**src/rtl/traffic_phase_scheduler.sv**
```systemverilog
// Four-approach junction phase sequencer: round-robin green grant with green/yellow/all-red timing.
// Define TRAFFIC_PHASE_SCHED_EMERG_EN to enable emergency latch, preemption and service.
module traffic_phase_scheduler #(
  parameter int unsigned CNT_W     = 6,
  parameter int unsigned GREEN_MIN = 8,
  parameter int unsigned GREEN_MAX = 32,
  parameter int unsigned YELLOW    = 4,
  parameter int unsigned ALLRED    = 2
) (
  input  logic       clk,
  input  logic       rst_n,
  input  logic [3:0] req,
  input  logic       emerg_valid,
  input  logic [1:0] emerg_board,
  output logic       emerg_busy,
  output logic       emerg_ack,
  output logic [1:0] board_sel,
  output logic [7:0] lamp
);

  typedef enum logic [1:0] {StAllred, StGreen, StYellow} state_e;

  localparam logic [CNT_W-1:0] AllredLast   = CNT_W'(ALLRED - 1);
  localparam logic [CNT_W-1:0] GreenMinLast = CNT_W'(GREEN_MIN - 1);
  localparam logic [CNT_W-1:0] GreenMaxLast = CNT_W'(GREEN_MAX - 1);
  localparam logic [CNT_W-1:0] YellowLast   = CNT_W'(YELLOW - 1);

  state_e           state_q;
  logic [CNT_W-1:0] timer_q;
  logic [1:0]       board_sel_q;
  logic [1:0]       last_q;
  logic [7:0]       lamp_q;

  logic       rr_valid;
  logic [1:0] rr_board;
  logic       cand_valid;
  logic [1:0] cand_board;
  logic       same_serve;
  logic       preempt;
  logic       enter_green;
  logic       leave_green;

  function automatic logic [7:0] lamp_of(logic [1:0] b, logic [1:0] code);
    logic [7:0] l;
    l = '0;
    l[2*b +: 2] = code;
    return l;
  endfunction

  // Round-robin search starting just after the last served board.
  always_comb begin
    logic [1:0] idx;
    rr_valid = 1'b0;
    rr_board = last_q;
    idx      = '0;
    for (int i = 1; i <= 4; i++) begin
      idx = last_q + 2'(i);
      if (!rr_valid && req[idx]) begin
        rr_valid = 1'b1;
        rr_board = idx;
      end
    end
  end

`ifdef TRAFFIC_PHASE_SCHED_EMERG_EN
  logic       busy_q;
  logic       ack_q;
  logic [1:0] emerg_board_q;

  assign cand_valid = busy_q | rr_valid;
  assign cand_board = busy_q ? emerg_board_q : rr_board;
  // An emergency for the board already green is served on the spot by restarting its green.
  assign same_serve = (state_q == StGreen) && emerg_valid && !busy_q &&
                      (emerg_board == board_sel_q);
  assign preempt    = busy_q && (emerg_board_q != board_sel_q);

  always_ff @(posedge clk or negedge rst_n) begin
    if (!rst_n) begin
      busy_q        <= 1'b0;
      ack_q         <= 1'b0;
      emerg_board_q <= '0;
    end else begin
      ack_q <= 1'b0;
      if (same_serve) begin
        ack_q <= 1'b1;
      end else if (busy_q && enter_green) begin
        busy_q <= 1'b0;
        ack_q  <= 1'b1;
      end else if (emerg_valid && !busy_q) begin
        busy_q        <= 1'b1;
        emerg_board_q <= emerg_board;
      end
    end
  end

  assign emerg_busy = busy_q;
  assign emerg_ack  = ack_q;
`else
  logic unused_emerg;
  assign unused_emerg = ^{emerg_valid, emerg_board};
  assign cand_valid   = rr_valid;
  assign cand_board   = rr_board;
  assign same_serve   = 1'b0;
  assign preempt      = 1'b0;
  assign emerg_busy   = 1'b0;
  assign emerg_ack    = 1'b0;
`endif

  assign enter_green = (state_q == StAllred) && (timer_q >= AllredLast) && cand_valid;
  assign leave_green = (timer_q == GreenMaxLast) || preempt ||
                       ((timer_q >= GreenMinLast) &&
                        |(req & ~(4'b0001 << board_sel_q)));

  always_ff @(posedge clk or negedge rst_n) begin
    if (!rst_n) begin
      state_q     <= StAllred;
      timer_q     <= '0;
      board_sel_q <= '0;
      last_q      <= 2'd3;
      lamp_q      <= '0;
    end else begin
      unique case (state_q)
        StAllred: begin
          if (enter_green) begin
            state_q     <= StGreen;
            timer_q     <= '0;
            board_sel_q <= cand_board;
            last_q      <= cand_board;
            lamp_q      <= lamp_of(cand_board, 2'b10);
          end else if (timer_q != '1) begin
            timer_q <= timer_q + 1'b1;
          end
        end
        StGreen: begin
          if (same_serve) begin
            timer_q <= '0;
          end else if (leave_green) begin
            state_q <= StYellow;
            timer_q <= '0;
            lamp_q  <= lamp_of(board_sel_q, 2'b01);
          end else begin
            timer_q <= timer_q + 1'b1;
          end
        end
        StYellow: begin
          if (timer_q == YellowLast) begin
            state_q <= StAllred;
            timer_q <= '0;
            lamp_q  <= '0;
          end else begin
            timer_q <= timer_q + 1'b1;
          end
        end
        default: begin
          state_q <= StAllred;
          timer_q <= '0;
          lamp_q  <= '0;
        end
      endcase
    end
  end

  assign board_sel = board_sel_q;
  assign lamp      = lamp_q;

endmodule

```
**config.mk**
```make
export PLATFORM = sky130hd
export DESIGN_NAME = traffic_phase_scheduler
export DESIGN_NICKNAME = d
export VERILOG_FILES = /design/src/rtl/traffic_phase_scheduler.sv
export SDC_FILE = /design/constraint.sdc
export NUM_CORES = 1
export LEC_CHECK = 0
export ABC_CLOCK_PERIOD_IN_PS = 3600
export BUFFER_PORTS_ARGS = -buffer_cell sky130_fd_sc_hd__buf_2
export CORE_ASPECT_RATIO = 1.25
export CORE_UTILIZATION = 35
export DETAILED_ROUTE_END_ITERATION = 7
export MAX_ROUTING_LAYER = met4
export PLACE_DENSITY = 0.62
export SETUP_SLACK_MARGIN = 0.1
export SLEW_MARGIN = 25
export SYNTH_ARGS = -nofsm -noshare
export SYNTH_HDL_FRONTEND = slang
export SYNTH_SLANG_ARGS = --single-unit
```
**constraint.sdc**
```tcl
create_clock -name clk -period 3.6 [get_ports clk]
set_clock_uncertainty 0.15 [all_clocks]
set_input_delay 0.18 -clock clk [delete_from_list [all_inputs] [get_ports clk]]
set_output_delay 0.18 -clock clk [all_outputs]
set_load 0.005 [all_outputs]
```
==> impl_metrics.py <==
metrics = {
    "route": {
        "drc": 0,
        "num_vias": 851,
        "drtAntennaViolNets": 0,
        "avgRoutedWirePerCell_um": 13.8,
        "wirelength_um": 2170,
        "dr.pass1.iters": 4,
        "vias_per_cell": 5.39,
        "drt_iter0_markers": 23,
    },
    "synth": {
        "synth-edff-count": 0,
        "avgSynthCellArea_um2": 10.4,
        "synthCells": 105,
        "synthAdderAreaFrac_pct": 3.43,
        "synth_top_family_by_area": "compound AO/OA/AOI/OAI gates",
        "yosys_warnings": 0,
        "synth-seq-cells": 20,
        "syn_area_um2": 1090,
        "ys_seq_area_share_pct": 45.9,
        "synthMuxAreaShare_pct": 2.86,
        "synth-compound-area-share_pct": 24.2,
        "synthArstFlopShare_pct": 100,
        "synthFlopType": "dfrtp_1",
        "yosysUniqueCellTypes": 42,
        "synth_xor_area_share_pct": 2.40,
        "yosys.area_share.simple_pct": 15.4,
    },
    "critical_path": {
        "critPathRequiredTime_ns": 3.68,
        "path_buf_inv": 0,
        "critPathMaxFanout": 8,
        "crit_path_cell_trace": "ha_1 -> a2111oi_0 -> a21oi_1 -> o2bb2ai_2 -> o22ai_4 -> a22o_1",
        "ff2ff_path_depth": 6,
        "crit_arrival_ns": 2.28,
        "cp-start-kind": "register",
        "crit_family": "compound AO/OA/AOI/OAI gates",
        "cpMaxStageDelayCell": "a2111oi_0",
        "cp-end-kind": "register",
        "cpPeakStageDelay_ns": 0.46,
        "rrSetupSlack_ns": 1.41,
        "r2r-start": "timer_q[0]$_DFFE_PN0P_",
        "timing.rr.end": "lamp[1]$_DFFE_PN0P_",
        "crit_type": "reg2reg",
    },
    "timing": {
        "post-route-period-util_pct": 60.9,
        "hold_slack_ns": 0.182,
        "hold_viol_final": 0,
        "maxSlewHeadroom_pct": 60.6,
        "finalSetupViolCount": 0,
        "period_minus_slack_ns": 2.19,
        "fmax_mhz": 456,
        "drv_slew": 0,
        "rsz0062_at_grt": "no",
        "tightest_slew_ns": 0.585,
        "fin_tns_setup_ns": 0,
    },
    "finish": {
        "fin_cells": 158,
        "final_cell_area_um2": 1260,
        "n_antenna_cell": 0,
        "drive_gt1_share_pct": 24.6,
        "final_common_cell": "dfrtp_1",
        "num-nets-final": 135,
        "final_cell_mix": "18 x dfrtp_1, 15 x buf_2, 9 x inv_1, 7 x nor2_1, 6 x nand2_1",
        "area_delta_synth_final_pct": 14.7,
    },
    "grt": {
        "grt_remaining_overflow": 0,
        "grt_pass1_vias": 871,
        "antenna_found_initial": 0,
        "grt_usage_pct": 15.4,
        "grt_pass1_wl_um": 3840,
        "grt_max_degree": 21,
    },
    "clocking": {
        "clk_pin_slew_worst_paths_ns": 0.13,
        "post-cts-setup-buffers": 0,
        "cts_sinks": 20,
        "clockRootBuffer": "clkbuf_4",
        "worstSkewPairLatency_ns": 0.30,
        "h-tree-depth": 1,
        "numCtsBuffers": 3,
        "cts_tree": "done",
        "ctsResizeCount": 0,
        "cts_max_path_buffers": 2,
    },
    "job": {
        "drv_cap": 0,
    },
    "floorplan": {
        "start_util_pct": 37.2,
        "core-area_um2": 2950,
        "std_cell_rows": 22,
        "die-height_um": 64.5,
        "dieArea_um2": 3360,
        "io_pins": 21,
        "fp.dieW_um": 52.0,
    },
    "pwr": {
        "sequentialPowerShare_pct": 37.1,
        "power_mw": 1.10,
        "power_leakage_nw": 0.608,
        "power.density_nw_per_um2": 873,
        "irDropWorstVdd_v": 0.000345,
        "p_comb_share_pct": 46.2,
        "p_clk_share_pct": 16.8,
        "swShare_pct": 39.5,
        "intPower_uw": 663,
        "p_sw_uw": 433,
    },
    "placed_design": {
        "gp_congestion": 0.860,
        "placed_area_um2": 1190,
        "place_inst": 153,
        "io_buffers": 15,
        "dp_hpwl_um": 1640,
    },
    "outcome": {
        "outcome": "completed",
    },
    "hold_path": {
        "hold_class": "in2async",
    },
}
-- state kept, by name (all words and copies together), names as in the netlist --
name,flops
lamp,8
last_q,2
timer_q,6
board_sel,2
state_q,2
-- repair_timing --
item                                    CTS  global route
hold buffers                              1             0
hold endpoints to repair                 18             0
endpoints found under the setup margin    0             0
-- worst max-delay path by stage --
stage | start | endpoint | slack [ns] | depth (start not counted)
5_1_grt | timer_q[0]$_DFFE_PN0P_ | lamp[5]$_DFFE_PN0P_ | 1.22 | 6
4_1_cts | timer_q[0]$_DFFE_PN0P_ | lamp[1]$_DFFE_PN0P_ | 1.39 | 6
3_3_place_gp | timer_q[0]$_DFFE_PN0P_ | timer_q[4]$_DFFE_PN0P_ | 1.43 | 6
3_5_place_dp | timer_q[0]$_DFFE_PN0P_ | lamp[1]$_DFFE_PN0P_ | 1.42 | 6
2_1_floorplan | timer_q[0]$_DFFE_PN0P_ | lamp[2]$_DFFE_PN0P_ | 1.62 | 6
6_report | timer_q[0]$_DFFE_PN0P_ | lamp[1]$_DFFE_PN0P_ | 1.41 | 6
-- metal layers --
layer	global-route usage [%]	up-vias	part of all wire [%]
met3	2.58	2	4.2
li1	-	412	-
met1	18.5	418	45
met4	5.74	0	0.64
met2	25.5	19	50
met5	-	-	0
-- cell families after synthesis --
logic type	Yosys count
AO/OA/AOI/OAI	33
AND/OR/NAND/NOR	29
flip-flops	20
buffers and inverters	13
adder cells (fa/ha/maj)	3
XOR/XNOR	3
multiplexers	3
other	1
-- cell type report --
type,instances,area [um2]
fill,281,1690
clock buffer,3,22.5
sequential,20,503
inverter,9,33.8
tap,36,45.0
timing repair buffer,16,85.1
multi-input combinational,73,537
clock inverter,1,30.0
-- worst register-to-register path, stage by stage, from the launching register on --
cell and delay [ns]:
dfrtp_1 0.45, ha_1 0.30, a2111oi_0 0.46, a21oi_1 0.10
o2bb2ai_2 0.18, o22ai_4 0.30, a22o_1 0.20
-- Yosys cell counts (2+ instances only) --
master	n	area share, %
a22o_1	5	4.0
a21oi_1	5	2.3
buf_4	2	1.4
a32o_1	3	2.7
nand2_1	6	2.1
nand2b_1	2	1.1
ha_1	3	3.4
a31oi_1	2	1.1
dfrtp_1	18	41
o21ai_0	3	1.4
nand3_1	3	1.4
mux2i_1	2	1.8
nor2b_1	2	1.1
o21ai_1	4	1.8
inv_1	9	3.1
dfstp_2	2	4.8
nor2_1	7	2.4
a22oi_1	2	1.4
xor2_1	2	1.6
-- stage by stage --
stage | worst slack, ns | util (%)
detailed placement | 1.42 | 40.5
finish | 1.41 | 42.7
global placement | 1.43 | 40.5
CTS | 1.39 | 42.7
floorplan | 1.62 | -
global route | 1.22 | 42.7
-- power by group through the flow --
stage          sequential, mW  combinational (mW)  clock [mW]
5_1_grt                 0.420               0.577       0.200
3_3_place_gp            0.404               0.495           0
6_report                0.406               0.506       0.184
3_5_place_dp            0.410               0.507           0
2_1_floorplan           0.397               0.386           0
4_1_cts                 0.405               0.511       0.189
Power figures use the tool's default switching activity.
